## src/rtl/spi_master_gen2.sv

```systemverilog
// spi_master_gen2: parametrised SPI master with a per-transfer CPOL/CPHA
// setting and one-hot, active-low slave selects.
//
// Parameters: WIDTH (bits per transfer, 2..32), HALFDIV (Clk_i cycles per
// SCK half-period, >=1), NSLAVES (select lines, 1..16).
// Optional feature: define SPIM_LSB_FIRST_EN to add the Lsb_i input, which
// selects LSB-first shifting per transfer. Without it, transfers are always
// MSB first.
//
// Ports:
//   Clk_i, Rst_ni   clock (rising edge) and asynchronous active-low reset
//   Valid_i/Ready_o request handshake. A transfer is accepted on a Clk_i edge
//                   where Valid_i && Ready_o. Ready_o is high only in IDLE.
//                   Data_i, Sel_i, Cpol_i, Cpha_i (and Lsb_i) are sampled on
//                   that edge and are don't-care otherwise.
//   Done_o          one-cycle pulse at completion; Rcvd_o updates with it
//   Sck_o, Mosi_o   registered SPI clock and data out
//   Miso_i          SPI data in
//   Ss_no           registered one-hot active-low selects
module spi_master_gen2 #(
  parameter int WIDTH   = 8,
  parameter int HALFDIV = 2,
  parameter int NSLAVES = 4,
  localparam int SELW   = $clog2(NSLAVES > 1 ? NSLAVES : 2)
) (
  input  logic               Clk_i,
  input  logic               Rst_ni,
  input  logic               Valid_i,
  output logic               Ready_o,
  input  logic [WIDTH-1:0]   Data_i,
  input  logic [SELW-1:0]    Sel_i,
  input  logic               Cpol_i,
  input  logic               Cpha_i,
`ifdef SPIM_LSB_FIRST_EN
  input  logic               Lsb_i,
`endif
  output logic               Done_o,
  output logic [WIDTH-1:0]   Rcvd_o,
  output logic               Sck_o,
  output logic               Mosi_o,
  input  logic               Miso_i,
  output logic [NSLAVES-1:0] Ss_no
);

  localparam int HW = $clog2(HALFDIV + 1);
  localparam int KW = $clog2(2 * WIDTH);
  localparam logic [HW-1:0] HLAST = HW'(HALFDIV - 1);
  localparam logic [KW-1:0] KLAST = KW'(2 * WIDTH - 1);

  typedef enum logic [1:0] {IDLE, LEAD, XFER, TRAIL} state_t;

  state_t           state;
  logic [HW-1:0]    hcnt;
  logic [KW-1:0]    k;
  logic [KW-1:0]    k_nxt;
  logic             cpol_q;
  logic             cpha_q;
  logic             lsb_q;
  logic             lsb_in;
  logic [WIDTH-1:0] tx;
  logic [WIDTH-1:0] rx;
  logic [NSLAVES-1:0] sel_dec;

`ifdef SPIM_LSB_FIRST_EN
  assign lsb_in = Lsb_i;
`else
  assign lsb_in = 1'b0;
`endif

  assign Ready_o = (state == IDLE);
  assign k_nxt   = k + KW'(1);

  // Out-of-range indices match no line, so every select stays high.
  always_comb begin
    sel_dec = '1;
    for (int i = 0; i < NSLAVES; i++) begin
      if (32'(Sel_i) == 32'(i)) sel_dec[i] = 1'b0;
    end
  end

  always_ff @(posedge Clk_i or negedge Rst_ni) begin
    if (!Rst_ni) begin
      state  <= IDLE;
      hcnt   <= '0;
      k      <= '0;
      cpol_q <= 1'b0;
      cpha_q <= 1'b0;
      lsb_q  <= 1'b0;
      tx     <= '0;
      rx     <= '0;
      Done_o <= 1'b0;
      Rcvd_o <= '0;
      Sck_o  <= 1'b0;
      Mosi_o <= 1'b0;
      Ss_no  <= '1;
    end else begin
      Done_o <= 1'b0;
      case (state)
        IDLE: begin
          if (Valid_i) begin
            state  <= LEAD;
            hcnt   <= '0;
            k      <= '0;
            cpol_q <= Cpol_i;
            cpha_q <= Cpha_i;
            lsb_q  <= lsb_in;
            Sck_o  <= Cpol_i;
            Ss_no  <= sel_dec;
            // Bit 0 goes out now; tx holds the remaining bits, pre-shifted.
            Mosi_o <= lsb_in ? Data_i[0] : Data_i[WIDTH-1];
            tx     <= lsb_in ? (Data_i >> 1) : (Data_i << 1);
          end
        end
        LEAD: begin
          if (hcnt == HLAST) begin
            hcnt  <= '0;
            k     <= '0;
            state <= XFER;
            Sck_o <= cpol_q ^ cpha_q;
          end else begin
            hcnt <= hcnt + HW'(1);
          end
        end
        XFER: begin
          if (hcnt == HLAST) begin
            hcnt <= '0;
            if (k == KLAST) begin
              state <= TRAIL;
              Sck_o <= cpol_q;
            end else begin
              k     <= k_nxt;
              Sck_o <= cpol_q ^ cpha_q ^ k_nxt[0];
              if (k_nxt[0]) begin
                // Second half of a bit: sample MISO.
                rx <= lsb_q ? {Miso_i, rx[WIDTH-1:1]} : {rx[WIDTH-2:0], Miso_i};
              end else begin
                // First half of the next bit: present it on MOSI.
                Mosi_o <= lsb_q ? tx[0] : tx[WIDTH-1];
                tx     <= lsb_q ? (tx >> 1) : (tx << 1);
              end
            end
          end else begin
            hcnt <= hcnt + HW'(1);
          end
        end
        TRAIL: begin
          if (hcnt == HLAST) begin
            hcnt   <= '0;
            state  <= IDLE;
            Done_o <= 1'b1;
            Rcvd_o <= rx;
            Ss_no  <= '1;
          end else begin
            hcnt <= hcnt + HW'(1);
          end
        end
        default: state <= IDLE;
      endcase
    end
  end

endmodule

```

## config.mk

```make
export PLATFORM = sky130hd
export DESIGN_NAME = spi_master_gen2
export DESIGN_NICKNAME = d
export VERILOG_FILES = /design/src/rtl/spi_master_gen2.sv
export SDC_FILE = /design/constraint.sdc
export NUM_CORES = 1
export LEC_CHECK = 0
export ABC_AREA = 1
export CAP_MARGIN = 0
export CORE_UTILIZATION = 34
export DETAILED_ROUTE_END_ITERATION = 8
export PLACE_DENSITY = 0.63
export SLEW_MARGIN = 0
export SYNTH_ARGS = -nofsm -noshare
export SYNTH_HDL_FRONTEND = slang
export SYNTH_SLANG_ARGS = --single-unit
```

## constraint.sdc

```tcl
create_clock -name Clk_i -period 2.1 [get_ports Clk_i]
set_clock_uncertainty 0.1 [all_clocks]
set_input_delay 0.21 -clock Clk_i [delete_from_list [all_inputs] [get_ports Clk_i]]
set_output_delay 0.21 -clock Clk_i [all_outputs]
set_load 0.02 [all_outputs]
```

==> out/qor.txt <==
Outcome - completed
Vias - 1,427
Worst IR drop on VDD - 433 uV
Mapped Area - 1930 um^2
IO Pins - 32
Antenna violations before repair - 0
Routed wire length - 3.38 mm
DP HPWL - 2.46 mm
Most frequent cells in the layout - 50 x nand2_1, 36 x dfrtp_1, 30 x clkdlybuf4s50_1, 22 x o21ai_1, 18 x inv_1
Critical R2R Capture - k[2]
DRC - 0
Max Freq - 497 MHz
Gpl congestion - 0.753
Area growth syn-to-layout - 25.2%
Power per cell area - 1410 nW/um^2
Ys flop type - dfrtp_1
Max-cap viol count - 0
Worst setup EP type - output pin
Core ar. - 5510 um^2
Chip width - 77.4 um
GR Util All Layers - 13.1%
CTS tree - yes
Pin count of the biggest net entering global routing - 22
Max-slew violation count - 0
Setup TNS - 0 ns
Synth cell types - 25
Crit-path max FO - 5
Final hold violation count - 0
Number of fill cells - 540
Commonest non-fill, non-tap cell in the layout - nand2_1
Ys async rst share - 100%
Worst R2R Setup Slack - 0.33 ns
Final period util - 95.8%
Total congestion overflow - 0
CP Capture Point - Ready_o
Site Rows - 27
Minimum clock period - 2.01 ns
ANT cells - 0
Number of flops mapped to enable cells by yosys - 0
Die Y - 77.4 um
Root Buffer Master - clkbuf_8
I/O Buffers - 31
#FFs+latches synth - 40
Clock Pin Slew Worst Setup and Hold Paths - 0.07 ns
WL/cell - 10.6 um
Via-per-instance ratio - 4.49
Worst EP required - 1.79 ns
Crit Path Class - register to output pin
First-pass iteration count of the detailed router - 4
Syn Inst Count - 208
Setup crit start - state[1]
First-pass GRT wire length - 6.19 mm
Leak pwr - 1.09 nW
Clock sinks - 40
Initial Utilization - 35.1%
DIE AREA - 5990 um^2
DRT iter0 DRCs - 82
H-tree levels - 2
Clock Path Buffers - 2
Layout cells sized above 1 - 15.9%
Post-route ant nets - 0
Worst Tran Pin Value - 0.525 ns
Num CTS Buffers - 5
Worst reg2reg path depth - 7
Syn. warnings - 0
Post-synthesis sequential area ratio - 52.0%
Post-layout util - 44.0%
Later-pin clock latency in the skew report - 0.29 ns
Startpoint class of the critical path - register
Final setup viols - 0
Vias in the first global route - 1,339
Post-CTS setup repair buffer count - 0
Unrepaired setup endpoints after global routing - no
Reg-to-reg startpoint - state[1]
Slew headroom - 65.0%
Worst min path class - input pin to asynchronous set/reset pin
Synthesized area per cell - 9.30 um^2
Syn Nets - 231
Nets - 268
Data arrival time of the worst path - 1.70 ns
==> worst min path at each step <==
stage                     endpoint  slack (ns)  cells past startpoint
after detailed placement    cpha_q        0.13                      1
after global placement      cpol_q        0.12                      1
after floorplan             Done_o       -0.19                      0
after global routing         rx[0]        0.36                      3
final                       cpha_q        0.33                      2
after CTS                    rx[1]        0.35                      2
==> per-stage QoR <==
step / instance area (um^2) / instances / hold WS, ns / power, mW / setup slack [ns]
final: 2420 / 318 / 0.329 / 3.41 / 0.0878
after global routing: 2420 / 318 / 0.355 / 3.74 / 0.00586
after CTS: 2420 / 318 / 0.349 / 3.47 / 0.0890
after detailed placement: 2330 / 309 / 0.128 / 2.95 / 0.323
after global placement: 2330 / 309 / 0.122 / 2.93 / 0.325
after floorplan: 1930 / 208 / -0.186 / 2.47 / 0.373
==> layout make-up <==
cell class | count | area [um^2] | share of cell area (%)
timing repair buffer | 35 | 350 | 14.5
tap | 72 | 90.1 | 3.72
sequential | 40 | 1010 | 41.5
clock buffer | 6 | 72.6 | 3.00
multi-input combinational | 140 | 805 | 33.2
inverter | 23 | 86.3 | 3.56
clock inverter | 2 | 12.5 | 0.517
==> synth_stat cells (5+ instances only) <==
master | number | area [um^2]
nor2_1 | 13 | 48.8
nand3_1 | 5 | 25.0
o21ai_2 | 10 | 87.6
mux2i_1 | 7 | 70.1
o21ai_1 | 22 | 110
dfrtp_1 | 36 | 901
nand2_1 | 50 | 188
ha_1 | 7 | 87.6
inv_2 | 5 | 18.8
inv_1 | 18 | 67.6
a21oi_1 | 7 | 35.0
==> cells by family (layout without fill, tap and decap cells) <==
logic type	count (synthesis)	in the layout	share of synthesized area [%]
flip-flops	40	40	52.0
multiplexers	7	7	3.62
buffers and inverters	28	66	6.40
XOR/XNOR	1	1	0.453
AND/OR/NAND/NOR	85	85	20.3
adder cells (fa/ha/maj)	7	7	4.53
AO/OA/AOI/OAI	40	40	12.7
==> state kept, by name, indices dropped and copies added, names as in the netlist, 2 cells and up <==
register,flops
k,4
state,2
tx,7
Ss_no,4
Rcvd_o,8
hcnt,2
rx,8
==> critical path: stages, from the launching register on <==
cell,delay [ns]
dfrtp_1,0.44
inv_1,0.13
ha_1,0.21
clkdlybuf4s50_1,0.63
==> where the power goes <==
part	switching, mW	internal [mW]	total [mW]	leakage, nW
clock network	0.263	0.232	0.495	0.0412
registers	0.168	1.08	1.25	0.509
logic	0.979	0.680	1.66	0.539
total	1.41	2.00	3.41	1.09
==> layer usage <==
| metal | global-route usage (%) | vias up | part of all wire [%] |
|---|---|---|---|
| li1 | - | 745 | - |
| met1 | 18.2 | 642 | 50 |
| met2 | 19.2 | 34 | 43 |
| met3 | 3.76 | 6 | 5.4 |
| met4 | 5.09 | 0 | 1.6 |
| met5 | 0 | - | 0 |
==> what timing repair did <==
action	4_1_cts	5_1_grt
endpoints found under the hold margin	20	0
hold buffers	1	0
gates resized for setup	0	0
endpoints found under the setup margin	0	0
Note: power is estimated with default switching activity, not from simulation.
